`src/rtl/b205_dac_pkg.sv`:
```
// Shared definitions for the B205 AD5662 trim-DAC arbiter: frame width,
// power-down codes, FSM states and the frame packing helper.
package b205_dac_pkg;

    localparam int AD5662_FRAME_W = 24;

    typedef enum logic [1:0] {
        PD_NORMAL = 2'b00,
        PD_1K     = 2'b01,
        PD_100K   = 2'b10,
        PD_TRI    = 2'b11
    } pd_mode_e;

    typedef enum logic [1:0] {
        ST_IDLE,
        ST_LOAD,
        ST_SHIFT,
        ST_GAP
    } dac_state_e;

    typedef enum logic [1:0] {
        SRC_INIT,
        SRC_HOST,
        SRC_LOOP
    } dac_src_e;

    // AD5662 input register: 6 don't-care zeros, 2 power-down bits, 16-bit code.
    function automatic logic [AD5662_FRAME_W-1:0] make_frame(input logic [1:0]  pd,
                                                             input logic [15:0] code);
        return {6'b000000, pd, code};
    endfunction

endpackage

```
`src/rtl/b205_dac_spi_tx.sv`:
```
// AD5662 frame serialiser: on start, drops sync_n and shifts 24 bits MSB first.
// mosi changes only with sclk rising so it is stable at the falling edge the DAC
// samples on. done is high in the last cycle of the final low half-period.
module b205_dac_spi_tx
    import b205_dac_pkg::*;
#(
    parameter int CLK_DIV = 4
) (
    input  logic                      clk,
    input  logic                      reset_n,
    input  logic                      start,
    input  logic [AD5662_FRAME_W-1:0] frame,
    output logic                      sclk,
    output logic                      mosi,
    output logic                      sync_n,
    output logic                      done
);

    localparam int                DIV_W    = (CLK_DIV > 1) ? $clog2(CLK_DIV) : 1;
    localparam logic [DIV_W-1:0]  DIV_LAST = DIV_W'(CLK_DIV - 1);
    localparam logic [4:0]        BIT_LAST = 5'(AD5662_FRAME_W - 1);

    logic                      active;
    logic [DIV_W-1:0]          div_cnt;
    logic [4:0]                bit_cnt;
    logic [AD5662_FRAME_W-1:0] shreg;
    logic                      half_end;

    assign half_end = active && (div_cnt == DIV_LAST);
    assign done     = half_end && !sclk && (bit_cnt == BIT_LAST);

    // Half-period timing, bit sequencing and pin drive; reset parks the pins idle
    // immediately so the DAC discards any partial frame.
    always_ff @(posedge clk or negedge reset_n) begin
        // NOTE: sequential state uses non-blocking assignments so every flop samples
        // the pre-edge values of its neighbours, independent of statement order.
        if (!reset_n) begin
            active  <= 1'b0;
            div_cnt <= '0;
            bit_cnt <= '0;
            shreg   <= '0;
            sclk    <= 1'b1;
            mosi    <= 1'b0;
            sync_n  <= 1'b1;
        end else if (start) begin
            active  <= 1'b1;
            div_cnt <= '0;
            bit_cnt <= '0;
            shreg   <= frame;
            mosi    <= frame[AD5662_FRAME_W-1];
            sync_n  <= 1'b0;
            sclk    <= 1'b1;
        end else if (active) begin
            if (!half_end) begin
                div_cnt <= div_cnt + 1'b1;
            end else begin
                div_cnt <= '0;
                if (sclk) begin
                    sclk <= 1'b0;
                end else if (bit_cnt == BIT_LAST) begin
                    sclk   <= 1'b1;
                    sync_n <= 1'b1;
                    active <= 1'b0;
                end else begin
                    sclk    <= 1'b1;
                    bit_cnt <= bit_cnt + 5'd1;
                    mosi    <= shreg[AD5662_FRAME_W-2];
                    shreg   <= {shreg[AD5662_FRAME_W-2:0], 1'b0};
                end
            end
        end
    end

endmodule

```
`src/rtl/b205_dac_arbiter.sv`:
```
// Owns the AD5662 VCTCXO trim DAC port: power-on init frame, a coalescing loop
// slot and an acknowledged host slot, fixed-priority arbitration, frame sequencing.
module b205_dac_arbiter
    import b205_dac_pkg::*;
#(
    parameter int          CLK_DIV    = 4,
    parameter int          SYNC_GAP   = 4,
    parameter logic [15:0] INIT_VALUE = 16'h7FFF
) (
    input  logic        clk,
    input  logic        reset_n,
    input  logic [15:0] loop_dat,
    input  logic        loop_stb,
    input  logic [15:0] host_dat,
    input  logic [1:0]  host_pd,
    input  logic        host_stb,
    input  logic        host_override,
    output logic        host_busy,
    output logic        busy,
    output logic [15:0] dac_value,
    output logic [1:0]  dac_pd,
    output logic        sclk,
    output logic        mosi,
    output logic        sync_n
);

    localparam int               GAP_W    = (SYNC_GAP > 1) ? $clog2(SYNC_GAP) : 1;
    localparam logic [GAP_W-1:0] GAP_LAST = GAP_W'(SYNC_GAP - 1);

    dac_state_e                state_q, state_nxt;
    logic [GAP_W-1:0]          gap_cnt;
    logic                      init_pend, host_vld, loop_vld, ovr_q;
    logic [15:0]               host_code, loop_code, frame_code_q;
    logic [1:0]                host_pd_q, frame_pd_q;
    logic                      frame_host_q;
    dac_src_e                  sel_src;
    logic [AD5662_FRAME_W-1:0] sel_frame;
    logic                      tx_start, tx_done;
    logic                      pending, ovr_rise, loop_accept, host_accept;

    assign busy        = (state_q != ST_IDLE);
    assign pending     = init_pend | host_vld | loop_vld;
    assign ovr_rise    = host_override & ~ovr_q;
    assign host_accept = host_stb & ~host_busy;
    // A loop code that already sits in the DAC is dropped only when nothing could overwrite it.
    assign loop_accept = loop_stb && !host_override &&
                         !(loop_dat == dac_value && dac_pd == PD_NORMAL && !pending && !busy);

    // Fixed priority: power-on init, then host, then loop.
    always_comb begin
        sel_src = SRC_LOOP;
        if (init_pend)     sel_src = SRC_INIT;
        else if (host_vld) sel_src = SRC_HOST;
    end

    // Frame contents for the selected source.
    always_comb begin
        case (sel_src)
            SRC_INIT: sel_frame = make_frame(PD_NORMAL, INIT_VALUE);
            SRC_HOST: sel_frame = make_frame(host_pd_q, host_code);
            default:  sel_frame = make_frame(PD_NORMAL, loop_code);
        endcase
    end

    // State register.
    always_ff @(posedge clk or negedge reset_n) begin
        if (!reset_n) state_q <= ST_IDLE;
        else          state_q <= state_nxt;
    end

    // Next state and the one-cycle serialiser start.
    always_comb begin
        // NOTE: every output of this block gets a default first, so no path can
        // leave a signal unassigned and infer a latch.
        state_nxt = state_q;
        tx_start  = 1'b0;
        case (state_q)
            // A loop slot being killed by override this cycle must not open a frame.
            ST_IDLE:  if (init_pend || host_vld || (loop_vld && !ovr_rise)) state_nxt = ST_LOAD;
            ST_LOAD: begin
                tx_start  = 1'b1;
                state_nxt = ST_SHIFT;
            end
            ST_SHIFT: if (tx_done) state_nxt = ST_GAP;
            ST_GAP:   if (gap_cnt == GAP_LAST) state_nxt = ST_IDLE;
            default:  state_nxt = ST_IDLE;
        endcase
    end

    // Inter-frame gap counter, restarted as the frame ends.
    always_ff @(posedge clk or negedge reset_n) begin
        if (!reset_n)               gap_cnt <= '0;
        else if (tx_done)           gap_cnt <= '0;
        else if (state_q == ST_GAP) gap_cnt <= gap_cnt + 1'b1;
    end

    // Pending slots: LOAD empties the chosen slot, a strobe in the same cycle refills it.
    always_ff @(posedge clk or negedge reset_n) begin
        if (!reset_n) begin
            init_pend <= 1'b1;
            host_vld  <= 1'b0;
            loop_vld  <= 1'b0;
            ovr_q     <= 1'b0;
            host_code <= '0;
            host_pd_q <= PD_NORMAL;
            loop_code <= '0;
        end else begin
            ovr_q <= host_override;
            if (tx_start) begin
                case (sel_src)
                    SRC_INIT: init_pend <= 1'b0;
                    SRC_HOST: host_vld  <= 1'b0;
                    default:  loop_vld  <= 1'b0;
                endcase
            end
            if (ovr_rise) loop_vld <= 1'b0;
            if (loop_accept) begin
                loop_vld  <= 1'b1;
                loop_code <= loop_dat;
            end
            if (host_accept) begin
                host_vld  <= 1'b1;
                host_code <= host_dat;
                host_pd_q <= host_pd;
            end
        end
    end

    // In-flight frame record, host acknowledge and the last-written DAC status.
    always_ff @(posedge clk or negedge reset_n) begin
        if (!reset_n) begin
            frame_code_q <= '0;
            frame_pd_q   <= PD_NORMAL;
            frame_host_q <= 1'b0;
            host_busy    <= 1'b0;
            dac_value    <= INIT_VALUE;
            dac_pd       <= PD_NORMAL;
        end else begin
            if (tx_start) begin
                frame_code_q <= sel_frame[15:0];
                frame_pd_q   <= sel_frame[17:16];
                frame_host_q <= (sel_src == SRC_HOST);
            end
            if (host_accept)                host_busy <= 1'b1;
            else if (tx_done && frame_host_q) host_busy <= 1'b0;
            if (tx_done) begin
                dac_value <= frame_code_q;
                dac_pd    <= frame_pd_q;
            end
        end
    end

    b205_dac_spi_tx #(
        .CLK_DIV (CLK_DIV)
    ) u_spi_tx (
        .clk     (clk),
        .reset_n (reset_n),
        .start   (tx_start),
        .frame   (sel_frame),
        .sclk    (sclk),
        .mosi    (mosi),
        .sync_n  (sync_n),
        .done    (tx_done)
    );

endmodule
```
`config.mk`:
```
export PLATFORM = sky130hd
export DESIGN_NAME = b205_dac_arbiter
export DESIGN_NICKNAME = d
export VERILOG_FILES = /design/src/rtl/b205_dac_pkg.sv /design/src/rtl/b205_dac_spi_tx.sv /design/src/rtl/b205_dac_arbiter.sv
export SDC_FILE = /design/constraint.sdc
export NUM_CORES = 1
export LEC_CHECK = 0
export BUFFER_PORTS_ARGS = -buffer_cell sky130_fd_sc_hd__buf_2
export CAP_MARGIN = 20
export CORE_AREA = 5 5 121 152
export CTS_CLUSTER_SIZE = 12
export DETAILED_ROUTE_END_ITERATION = 12
export DIE_AREA = 0 0 126 157
export RECOVER_POWER = 25
export SYNTH_ARGS = -nofsm -noshare
export SYNTH_HDL_FRONTEND = slang
export SYNTH_SLANG_ARGS = --single-unit
```
`constraint.sdc`:
```
create_clock -name clk -period 2.21 [get_ports clk]
set_input_delay 0 -clock clk [delete_from_list [all_inputs] [get_ports clk]]
set_output_delay 0 -clock clk [all_outputs]
set_load 0.02 [all_outputs]
```
==> reports/results.tsv, run 1 <==
stage	metric	value	unit
status	outcome	finished with violations	
status	violated checks	max-capacitance violations, max-slew violations	
synthesis	net count after synthesis	441	
power_and_ir_drop	proportion of power drawn by flip-flops and latches	41.8	%
die	Placeable Area	16700	um^2
synthesis	number of synthesized register bits	114	
grt	total global routing overflow	0	
power_and_ir_drop	relative contribution of combinational cells to total power	8.6	%
clocking	Clk Latency, worst-skew pair	0.40	ns
worst_setup_path	launching point of the worst reg2reg path	dac_value[4]	
die	site row count	53	
worst_setup_path	Crit Path Max Fanout	17	
clocking	maximum root-to-sink buffer count	2	
power_and_ir_drop	VDD IR-drop max	0.000420	V
power_and_ir_drop	net switching power	1220	uW
sta	Slew Limit Headroom	-1.55	%
power_and_ir_drop	Sw Ratio	20.8	%
power_and_ir_drop	areal power density over the cells	890	nW/um^2
power_and_ir_drop	P_int	4610	uW
clocking	count of H-tree levels built during CTS	4	
grt	pin count of the biggest net entering global routing	114	
drt	vias post-DR	3283	
clocking	clock root cell	clkbuf_16	
drt	Routed wire per std cell	15.2	um
die	Vert. Die Dim	157	um
die	area of the die	19800	um^2
placement	final estimated routing congestion in global placement	0.717	
sta	setup repair after global routing missed its margin	no	
clocking	total of cells resized after clock tree synthesis	0	
synthesis	number of enable-type register cells in the synthesized netlist	0	
worst_setup_path	critical path capture point type	flip-flop	
grt	number of global-route vias before repair	3518	
finish	area delta synth->final	32.7	%
finish	share of post-route cells with drive strength above 1	34.2	%
grt	wire length of the first global-routing pass	18500	um
sta	Final period util	92.0	%
synthesis	Yosys warnings	0	
sta	Clock Skew	0.0105	ns
placement	placed wire-length estimate	7710	um
finish	commonest cells after routing, fill and taps aside	dfrtp_1, buf_2, mux2_2, nand2_1, o21ai_0	
finish	number of inserted filler cells in the final layout	1646	
sta	final-report setup violation count	0	
placement	number of buffer cells added on primary ports	61	
power_and_ir_drop	Static Leak	0.00300	uW
sta	achievable clock frequency	0.492	GHz
worst_setup_path	startpoint class of the critical path	flip-flop	
sta	number of max-slew violations in the final report	114	
grt	number of antenna violations at the first check in global routing	0	
die	starting utilization of the core area	29.5	%
clocking	TritonCTS clock tree	yes	
min_path	worst hold-check path type	in2reg	
placement	pre-CTS worst setup slack	-0.0712	ns
clocking	clock slew seen by the registers of the worst setup and hold paths	0.05	ns
worst_setup_path	critical path start-end classification	reg2reg	
sta	transition time at the pin with the least slew margin	1.52	ns
worst_setup_path	arrival time reported for the critical path endpoint	2.31	ns
placement	number of cells after detailed placement	668	
die	Die W	126	um
worst_setup_path	crit path launch	dac_value[4]	
synthesis	Netlist cell types	39	
worst_setup_path	end point of the critical path	loop_code[14]	
drt	number of search-and-repair iterations in the first detailed-routing pass	4	
min_path	origin of the worst min-delay path	loop_stb	
sta	Post-Route Hold Slack	0.202	ns
drt	post-route ant nets	0	
finish	fin cells	738	
drt	detailed router's first-iteration violation count	173	
drt	remaining routing DRC violations	0	
finish	commonest non-fill, non-tap cell in the layout	dfrtp_1	
synthesis	most common flop cell mapped by yosys	dfrtp_1	
synthesis	synthesized netlist cell count	395	
clocking	number of buffers inserted during clock tree synthesis	17	
sta	Hold Fails Final Rpt	0	
grt	overall fraction of global-route tracks in use	11.9	%
drt	final WL	11200	um
synthesis	synthesized area per cell	12.5	um^2
power_and_ir_drop	total chip power	5830	uW
worst_setup_path	depth of the most critical reg-to-reg path	6	
synthesis	combined area of all synthesized cells	4930	um^2
sta	final critical path time including I/O delays and setup	2.03	ns
synthesis	proportion of register bits with asynchronous set or reset after synthesis	100	%
worst_setup_path	setup slack, reg-to-reg	0.18	ns
synthesis	sequential cell area fraction in the yosys report	58.3	%
flow_run	Max Cap Violations	1	
sta	Worst Setup Slack, final	0.177	ns
worst_setup_path	endpoint of the worst-slack reg-to-reg timing path	loop_code[14]	
die	count of boundary I/O pins	62	
worst_setup_path	Worst Path Required	2.49	ns
clocking	clock net sink count	114	
power_and_ir_drop	Clock Power Share	49.5	%
drt	via density per instance	4.45	
finish	diodes inserted	0	
finish	Post-layout nets	551	
final cells by class:
type | instances | area (um^2) | area share [%]
repair buffers | 109 | 781 | 11.9
flip-flops and latches | 114 | 2880 | 43.9
multi-input cells | 254 | 1940 | 29.7
well taps | 220 | 275 | 4.20
inverters | 9 | 33.8 | 0.516
clock buffers | 23 | 488 | 7.45
clock inverters | 9 | 151 | 2.31
flip-flops by register name (all words and copies together), names as in the netlist:
signal	count
state_q	2
host_pd_q	2
host_vld	1
loop_vld	1
frame_pd_q	2
u_spi_tx.div_cnt	2
u_spi_tx.bit_cnt	5
ovr_q	1
frame_code_q	16
gap_cnt	2
u_spi_tx.mosi	1
frame_host_q	1
host_code	16
init_pend	1
dac_value	16
u_spi_tx.sclk	1
host_busy	1
loop_code	16
u_spi_tx.active	1
dac_pd	2
u_spi_tx.sync_n	1
u_spi_tx.shreg	23
power by group through the flow:
stage | logic [uW] | clock network (uW) | registers (uW)
after CTS | 521 | 2950 | 2440
final | 504 | 2890 | 2440
after floorplan | 323 | 0 | 2420
after global placement | 449 | 0 | 2470
after global routing | 565 | 3060 | 2470
after detailed placement | 464 | 0 | 2470
critical path, stage by stage (launching register included):
cell	delay, ns
dfstp_2	0.54
xnor2_1	0.18
nand4_1	0.18
nor3_2	0.38
a31oi_4	0.14
buf_12	0.18
mux2_4	0.30
kinds of logic (layout without fill, tap and decap cells):
kind of cell               count (synthesis)  count (layout)  share of synthesized area [%]
buffers and inverters                     27             150                           2.48
muxes                                     76              76                           17.4
and+or+nand+nor                           85              85                           8.19
AOI/OAI and AO/OA                         65              65                           8.16
xor gates and xnor gates                  21              21                           3.73
DFF                                      114             114                           58.3
adders and majority gates                  7               7                           1.77
worst min-delay path by stage:
stage | endpoint | slack, ns | cells past startpoint
4_1_cts | loop_vld | 0.20 | 5
6_report | loop_vld | 0.20 | 5
3_5_place_dp | u_spi_tx.mosi | -0.21 | 1
5_1_grt | loop_vld | 0.22 | 5
3_3_place_gp | u_spi_tx.mosi | -0.21 | 1
2_1_floorplan | dac_pd[0] | -0.30 | 0
what timing repair did:
action                                  in CTS  in global routing
endpoints found under the setup margin      16                  0
buffers inserted                             1                  0
hold buffers                                37                  0
endpoints found under the hold margin      131                  0
metrics by stage:
step | utilization [%] | cell area, um^2 | TNS [ns]
global placement | 33.1 | 5530 | -0.533
global route | 39.2 | 6550 | 0
CTS | 39.3 | 6560 | 0
finish | 39.2 | 6550 | 0
floorplan | - | 4930 | 0
detailed placement | 33.1 | 5530 | -0.929
cell usage after synthesis (all sizes together), types with 5 or more instances:
cell     n  area, um^2
clkbuf  10        37.5
dfrtp   96        2400
ha       7        87.6
xnor2   14         123
mux2    51         608
mux2i   25         250
nor2b    5        31.3
inv      8        30.0
o21a    14         105
xor2     7        61.3
nand4    5        31.3
nand2   39         146
buf      8        51.3
dfstp   18         473
o21ai   38         190
nor2    25        96.4
metal layers:
metal	share of wire [%]	track usage [%]
met1	43	13.9
met2	52	20.8
met3	3.3	4.04
met4	1.7	3.42
met5	0	0
(Power assumes the default switching activity.)
==> inputs of run 2 (changes only) <==
--- a/config.mk
+++ b/config.mk
@@ -8,6 +8,7 @@
 export BUFFER_PORTS_ARGS = -buffer_cell sky130_fd_sc_hd__buf_2
 export CAP_MARGIN = 20
 export CORE_AREA = 5 5 121 152
+export CTS_BUF_LIST = sky130_fd_sc_hd__clkbuf_4 sky130_fd_sc_hd__clkbuf_8 sky130_fd_sc_hd__clkbuf_16
 export CTS_CLUSTER_SIZE = 12
 export DETAILED_ROUTE_END_ITERATION = 12
 export DIE_AREA = 0 0 126 157
==> reports/results.tsv, run 2 (synthesized netlist as in run 1, its figures left out) <==
stage	metric	value	unit	change
die	site row count	53		unchanged
die	Die W	126	um	unchanged
power_and_ir_drop	VDD IR-drop max	0.000420	V	about the same
clocking	total of cells resized after clock tree synthesis	0		unchanged
sta	achievable clock frequency	0.492	GHz	about the same
sta	Hold Fails Final Rpt	0		unchanged
worst_setup_path	arrival time reported for the critical path endpoint	2.31	ns	about the same
flow_run	Max Cap Violations	1		unchanged
finish	Post-layout nets	551		unchanged
drt	metal2 WL	5830	um	+0.67%
grt	wire length of the first global-routing pass	18500	um	about the same
die	count of boundary I/O pins	62		unchanged
worst_setup_path	Crit Path Max Fanout	17		unchanged
drt	post-route ant nets	0		unchanged
clocking	count of H-tree levels built during CTS	4		unchanged
drt	vias post-DR	3281		-0.061%
drt	met1 wire length	4840	um	-0.12%
grt	pin count of the biggest net entering global routing	114		unchanged
grt	total global routing overflow	0		unchanged
finish	max reg flops	23		unchanged
clocking	clock slew seen by the registers of the worst setup and hold paths	0.05	ns	about the same
placement	placed wire-length estimate	7710	um	unchanged
sta	Slew Limit Headroom	-2.20	%	-0.65 points
clocking	clock root cell	clkbuf_16		
sta	setup repair after global routing missed its margin	no		
min_path	worst hold-check path type	in2reg		
clocking	Clk Latency, worst-skew pair	0.40	ns	about the same
grt	overall fraction of global-route tracks in use	11.9	%	+0.017 points
drt	met3 wirelength from detailed routing	361	um	-1.6%
finish	commonest cells after routing, fill and taps aside	dfrtp_1, buf_2, mux2_2, nand2_1, o21ai_0		
clocking	clock net sink count	114		unchanged
worst_setup_path	library cell contributing the largest single delay on the critical path	dfstp_2		
die	Vert. Die Dim	157	um	unchanged
finish	share of post-route cells with drive strength above 1	34.6	%	+0.39 points
clocking	TritonCTS clock tree	yes		
finish	Reg with most FFs	u_spi_tx.shreg		
power_and_ir_drop	areal power density over the cells	893	nW/um^2	+0.34%
drt	Routed wire per std cell	15.2	um	+0.21%
status	violated checks	max-capacitance violations, max-slew violations		
drt	remaining routing DRC violations	0		unchanged
worst_setup_path	Critical Path Max Stage Delay	0.54	ns	about the same
min_path	origin of the worst min-delay path	loop_stb		
worst_setup_path	depth of the most critical reg-to-reg path	6		unchanged
clocking	maximum root-to-sink buffer count	2		unchanged
sta	final critical path time including I/O delays and setup	2.03	ns	-0.000364 ns
grt	number of antenna violations at the first check in global routing	0		unchanged
die	area of the die	19800	um^2	unchanged
placement	total cell area at the placement stage	5530	um^2	unchanged
finish	fin cells	738		unchanged
sta	number of max-slew violations in the final report	114		unchanged
drt	via density per instance	4.45		about the same
placement	number of buffer cells added on primary ports	61		unchanged
die	starting utilization of the core area	29.5	%	unchanged
min_path	end point of the worst hold path	loop_vld		
finish	diodes inserted	0		unchanged
worst_setup_path	setup slack, reg-to-reg	0.18	ns	about the same
drt	uppermost signal routing layer after detailed routing	met4		
status	outcome	finished with violations		
worst_setup_path	startpoint class of the critical path	flip-flop		
power_and_ir_drop	Static Leak	0.00301	uW	+0.23%
placement	final estimated routing congestion in global placement	0.717		unchanged
sta	Clock Skew	0.0116	ns	+0.00103 ns
finish	area delta synth->final	32.8	%	
worst_setup_path	critical path start-end classification	reg2reg		
worst_setup_path	critical path, cell by cell	xnor2_1 -> nand4_1 -> nor3_2 -> a31oi_4 -> buf_12 -> mux2_4		
grt	number of global-route vias before repair	3515		-0.085%
min_path	Hold Path Cell Cnt	5		unchanged
sta	transition time at the pin with the least slew margin	1.53	ns	+0.00978 ns
worst_setup_path	launching point of the worst reg2reg path	dac_value[4]		
worst_setup_path	endpoint of the worst-slack reg-to-reg timing path	loop_code[14]		
sta	final-report setup violation count	0		unchanged
sta	Final period util	92.0	%	about the same
placement	number of cells after detailed placement	668		unchanged
worst_setup_path	critical path capture point type	flip-flop		
drt	detailed router's first-iteration violation count	159		-8.1%
worst_setup_path	Worst Path Required	2.49	ns	about the same
finish	final cell area excluding filler cells	6550	um^2	+0.11%
clocking	number of buffers inserted during clock tree synthesis	17		unchanged
drt	number of search-and-repair iterations in the first detailed-routing pass	4		unchanged
drt	final WL	11200	um	+0.21%
die	Placeable Area	16700	um^2	unchanged
finish	commonest non-fill, non-tap cell in the layout	dfrtp_1		
## run 2: cell counts in the layout (fill, tap and decap cells not counted)
Identical to the previous run, type by type.
## run 2: metal layers
layer | GRT usage [%] | vias to the layer above
li1 | - | 1585
met1 | 14.0 | 1632
met2 | 20.7 | 49
met3 | 4.04 | 15
met4 | 3.42 | 0
met5 | 0 | -
## run 2: worst max-delay path, delay by kind of cell (launching register included)
kind | cells | cell delay, ns
flip-flops | 1 | 0.54
buffers and inverters | 1 | 0.18
AO/OA/AOI/OAI | 1 | 0.14
XOR/XNOR | 1 | 0.18
AND/OR/NAND/NOR | 2 | 0.57
multiplexers | 1 | 0.30
## run 2: what timing repair did
action | in CTS | in global routing
endpoints found under the setup margin | 16 | 0
hold buffers | 37 | 0
setup buffers | 1 | 0
hold endpoints to repair | 131 | 0
## run 2: worst max-delay path by stage
| stage | end | slack (ns) | from |
|---|---|---|---|
| 2_1_floorplan | loop_code[10] | 0.30 | state_q[0] |
| 3_3_place_gp | loop_code[9] | -0.04 | dac_value[4] |
| 3_5_place_dp | loop_code[6] | -0.07 | dac_value[4] |
| 4_1_cts | loop_code[7] | 0.14 | dac_value[4] |
| 5_1_grt | loop_code[11] | 0.13 | dac_value[4] |
| 6_report | loop_code[14] | 0.18 | dac_value[4] |
## run 2: report_power, final
part | total (uW) | internal (uW) | switching, uW
logic | 504 | 304 | 200
registers | 2440 | 2310 | 128
clock network | 2910 | 2020 | 889
## run 2: final cells by class
| type | instances | area [um^2] |
|---|---|---|
| Inverter | 9 | 33.8 |
| Fill cell | 1644 | 10200 |
| Multi-Input combinational cell | 254 | 1940 |
| Tap cell | 220 | 275 |
| Timing Repair Buffer | 109 | 781 |
| Clock inverter | 9 | 151 |
| Clock buffer | 23 | 495 |
| Sequential cell | 114 | 2880 |
## run 2: through the flow
step	setup TNS, ns	utilization [%]	power (uW)	setup slack [ns]	hold slack (ns)
2_1_floorplan	0	-	2740	0.299	-0.296
3_3_place_gp	-0.533	33.1	2910	-0.0430	-0.208
3_5_place_dp	-0.929	33.1	2940	-0.0712	-0.208
4_1_cts	0	39.3	5940	0.139	0.197
5_1_grt	0	39.2	6120	0.129	0.218
6_report	0	39.2	5860	0.178	0.203
==> inputs of run 3 (changes only) <==
--- a/config.mk
+++ b/config.mk
@@ -5,14 +5,17 @@
 export SDC_FILE = /design/constraint.sdc
 export NUM_CORES = 1
 export LEC_CHECK = 0
+export ABC_AREA = 1
 export BUFFER_PORTS_ARGS = -buffer_cell sky130_fd_sc_hd__buf_2
 export CAP_MARGIN = 20
-export CORE_AREA = 5 5 121 152
+export CORE_AREA = 5 5 128 160
 export CTS_BUF_LIST = sky130_fd_sc_hd__clkbuf_4 sky130_fd_sc_hd__clkbuf_8 sky130_fd_sc_hd__clkbuf_16
 export CTS_CLUSTER_SIZE = 12
 export DETAILED_ROUTE_END_ITERATION = 12
-export DIE_AREA = 0 0 126 157
+export DIE_AREA = 0 0 133 165
 export RECOVER_POWER = 25
+export SLEW_MARGIN = 40
 export SYNTH_ARGS = -nofsm -noshare
 export SYNTH_HDL_FRONTEND = slang
+export SYNTH_HIERARCHICAL = 1
 export SYNTH_SLANG_ARGS = --single-unit
==> reports/results.tsv, run 3 <==
stage	metric	value	unit	change
status	outcome	finished with violations		
status	violated checks	max-capacitance violations, max-slew violations		
finish	diodes inserted	0		unchanged
synthesis	ranking of synthesized cells by instance count	nand2_1, dfrtp_1, inv_1		
sta	final-report setup violation count	0		unchanged
finish	commonest cells after routing, fill and taps aside	nand2_1, dfrtp_1, inv_1, buf_2, nand3_1		
sta	number of max-slew violations in the final report	30		-74%
die	Placeable Area	18700	um^2	+12%
grt	overall fraction of global-route tracks in use	12.9	%	+1.0 points
grt	wire length of the first global-routing pass	22600	um	+22%
clocking	number of buffers inserted during clock tree synthesis	17		unchanged
grt	pin count of the biggest net entering global routing	65		-43%
worst_setup_path	critical path, cell by cell	inv_1 -> ha_1 -> nand2_1 -> nor2_4 -> nand3_2 -> nor2_2 -> nand3_4 -> nand2_4 -> o21ai_1		
synthesis	combined area of all synthesized cells	5500	um^2	+12%
sta	Final period util	87.2	%	-4.8 points
clocking	total of cells resized after clock tree synthesis	0		unchanged
drt	detailed router's first-iteration violation count	305		+92%
sta	Clock Skew	0.00563	ns	-0.00595 ns
finish	post-route core utilization	37.8	%	-1.4 points
clocking	TritonCTS clock tree	yes		
worst_setup_path	critical path capture point type	flip-flop		
drt	remaining routing DRC violations	0		unchanged
finish	number of inserted filler cells in the final layout	1852		+13%
finish	share of post-route cells with drive strength above 1	24.2	%	-10 points
drt	vias post-DR	4527		+38%
synthesis	Netlist cell types	35		-10%
synthesis	synthesized area per cell	8.51	um^2	-32%
worst_setup_path	arrival time reported for the critical path endpoint	2.21	ns	-0.10 ns
synthesis	share of the synthesized area in the top cell type	43.6	%	-5.0 points
grt	number of antenna violations at the first check in global routing	0		unchanged
worst_setup_path	critical path start-end classification	reg2reg		
synthesis	most common flop cell mapped by yosys	dfrtp_1		
worst_setup_path	Worst Path Required	2.49	ns	about the same
sta	setup repair after global routing missed its margin	no		
synthesis	Yosys warnings	6		+6
min_path	worst hold-check path type	in2reg		
worst_setup_path	library cell contributing the largest single delay on the critical path	dfrtp_1		
drt	via density per instance	4.53		+1.8%
power_and_ir_drop	Static Leak	0.00367	uW	+22%
power_and_ir_drop	VDD IR-drop max	0.000490	V	+17%
clocking	clock slew seen by the registers of the worst setup and hold paths	0.06	ns	about the same
clocking	clock net sink count	114		unchanged
finish	Reg with most FFs	u_spi_tx/shreg		
placement	number of buffer cells added on primary ports	61		unchanged
sta	transition time at the pin with the least slew margin	1.74	ns	+0.210 ns
placement	number of cells after detailed placement	932		+40%
worst_setup_path	startpoint class of the critical path	flip-flop		
worst_setup_path	Critical Path Max Stage Delay	0.40	ns	-0.14 ns
clocking	count of H-tree levels built during CTS	4		unchanged
clocking	clock root cell	clkbuf_16		
synthesis	Area contributors post-synth	dfrtp_1, nand2_1, dfstp_2		
die	count of boundary I/O pins	62		unchanged
synthesis	number of synthesized register bits	114		unchanged
synthesis	Synth area leader	dfrtp_1		
finish	fin cells	1000		+36%
synthesis	proportion of register bits with asynchronous set or reset after synthesis	100	%	unchanged
worst_setup_path	Crit Path Max Fanout	17		unchanged
die	site row count	56		+5.7%
drt	final WL	13600	um	+21%
drt	number of search-and-repair iterations in the first detailed-routing pass	4		unchanged
power_and_ir_drop	areal power density over the cells	752	nW/um^2	-16%
sta	Slew Limit Headroom	-16.2	%	-14 points
drt	Routed wire per std cell	13.6	um	-11%
sta	Hold Fails Final Rpt	0		unchanged
finish	area delta synth->final	28.5	%	
clocking	maximum root-to-sink buffer count	2		unchanged
synthesis	most repeated cell in the gate-level netlist after synthesis	nand2_1		
die	starting utilization of the core area	29.4	%	-0.11 points
placement	final estimated routing congestion in global placement	0.809		+13%
sta	Final TNS setup	0	ns	unchanged
die	Die W	133	um	+5.6%
flow_run	Max Cap Violations	1		unchanged
grt	total global routing overflow	0		unchanged
clocking	Clk Latency, worst-skew pair	0.41	ns	about the same
die	Vert. Die Dim	165	um	+5.1%
drt	post-route ant nets	0		unchanged
placement	placed wire-length estimate	9220	um	+20%
synthesis	synthesized netlist cell count	647		+64%
sta	final critical path time including I/O delays and setup	1.93	ns	-0.105 ns
synthesis	sequential cell area fraction in the yosys report	52.2	%	-6.0 points
die	area of the die	21900	um^2	+11%
finish	commonest non-fill, non-tap cell in the layout	nand2_1		
synthesis	number of enable-type register cells in the synthesized netlist	0		unchanged
grt	number of global-route vias before repair	4455		+27%
finish	Post-layout nets	801		+45%
sta	achievable clock frequency	0.519	GHz	+5.5%
finish	max reg flops	23		unchanged
[run 3: cell types whose count changed after synthesis, sizes merged, moves of 5 or more]
cell   before  now
nand2      39  261
nor2b       5    0
mux2       51   16
nor2       25   34
o22ai       0   15
buf         8   18
nand3       3   49
inv         8   64
xor2        7    0
mux2i      25    0
xnor2      14    5
o21a       14    0
[run 3: cells by family after synthesis]
kind of cell	count (synthesis)	synth area share, %
compound gates	63	6.23
xor+xnor	5	0.796
fa+ha+maj	7	1.59
buf+inv	92	7.55
flops	114	52.2
mux	16	3.27
other cells	1	0.0681
simple gates	349	28.3
[run 3: critical path, delay by kind of cell (launching register included)]
kind / cells / cell delay (ns)
simple gates: 6 / 0.96
fa+ha+maj: 1 / 0.23
buf+inv: 1 / 0.11
flops: 1 / 0.40
compound gates: 1 / 0.10
[run 3: timing repair]
| action | CTS | global route |
|---|---|---|
| hold buffers | 36 | 0 |
| hold endpoints to repair | 134 | 0 |
| buffers inserted | 0 | 0 |
[run 3: cell type report]
class	instances	area [um^2]	share of cell area, %
sequential	114	2880	40.6
tap	232	290	4.10
clock inverter	13	184	2.60
inverter	65	244	3.45
clock buffer	19	453	6.40
multi-input combinational	446	2230	31.6
timing repair buffer	111	793	11.2
[run 3: power breakdown]
part	internal (uW)	switching, uW
logic	104	122
clock network	1940	993
registers	2130	26.2
[run 3: metrics by stage]
stage	hold slack, ns	setup WS (ns)	area (um^2)	power (uW)
floorplan	-0.296	0.472	5520	2260
global placement	-0.0309	0.336	6080	2370
detailed placement	-0.0344	0.289	6080	2370
CTS	0.0464	0.277	7080	5380
global route	0.0923	0.119	7070	5510
finish	0.0551	0.283	7070	5320
[run 3: final timing paths]
| check | from | to | slack (ns) | cells past startpoint |
|---|---|---|---|---|
| worst max-delay path | state_q[1] | loop_vld | 0.28 | 9 |
| worst min-delay path | host_stb | host_busy | 0.06 | 4 |
| worst max register to register | state_q[1] | loop_vld | 0.28 | 9 |
| worst min register to register | init_pend | init_pend | 0.47 | 2 |
| max in group asynchronous | reset_n | dac_value[7] | 0.45 | 3 |
| min in group asynchronous | reset_n | frame_host_q | 0.59 | 2 |
[run 3: routing by layer]
metal / wire [um] / global-route usage [%] / up-vias
li1: - / - / 2244
met1: 5960 / 16.0 / 2187
met2: 6960 / 22.0 / 74
met3: 375 / 2.59 / 22
met4: 303 / 5.34 / 0
met5: 0 / 0 / -
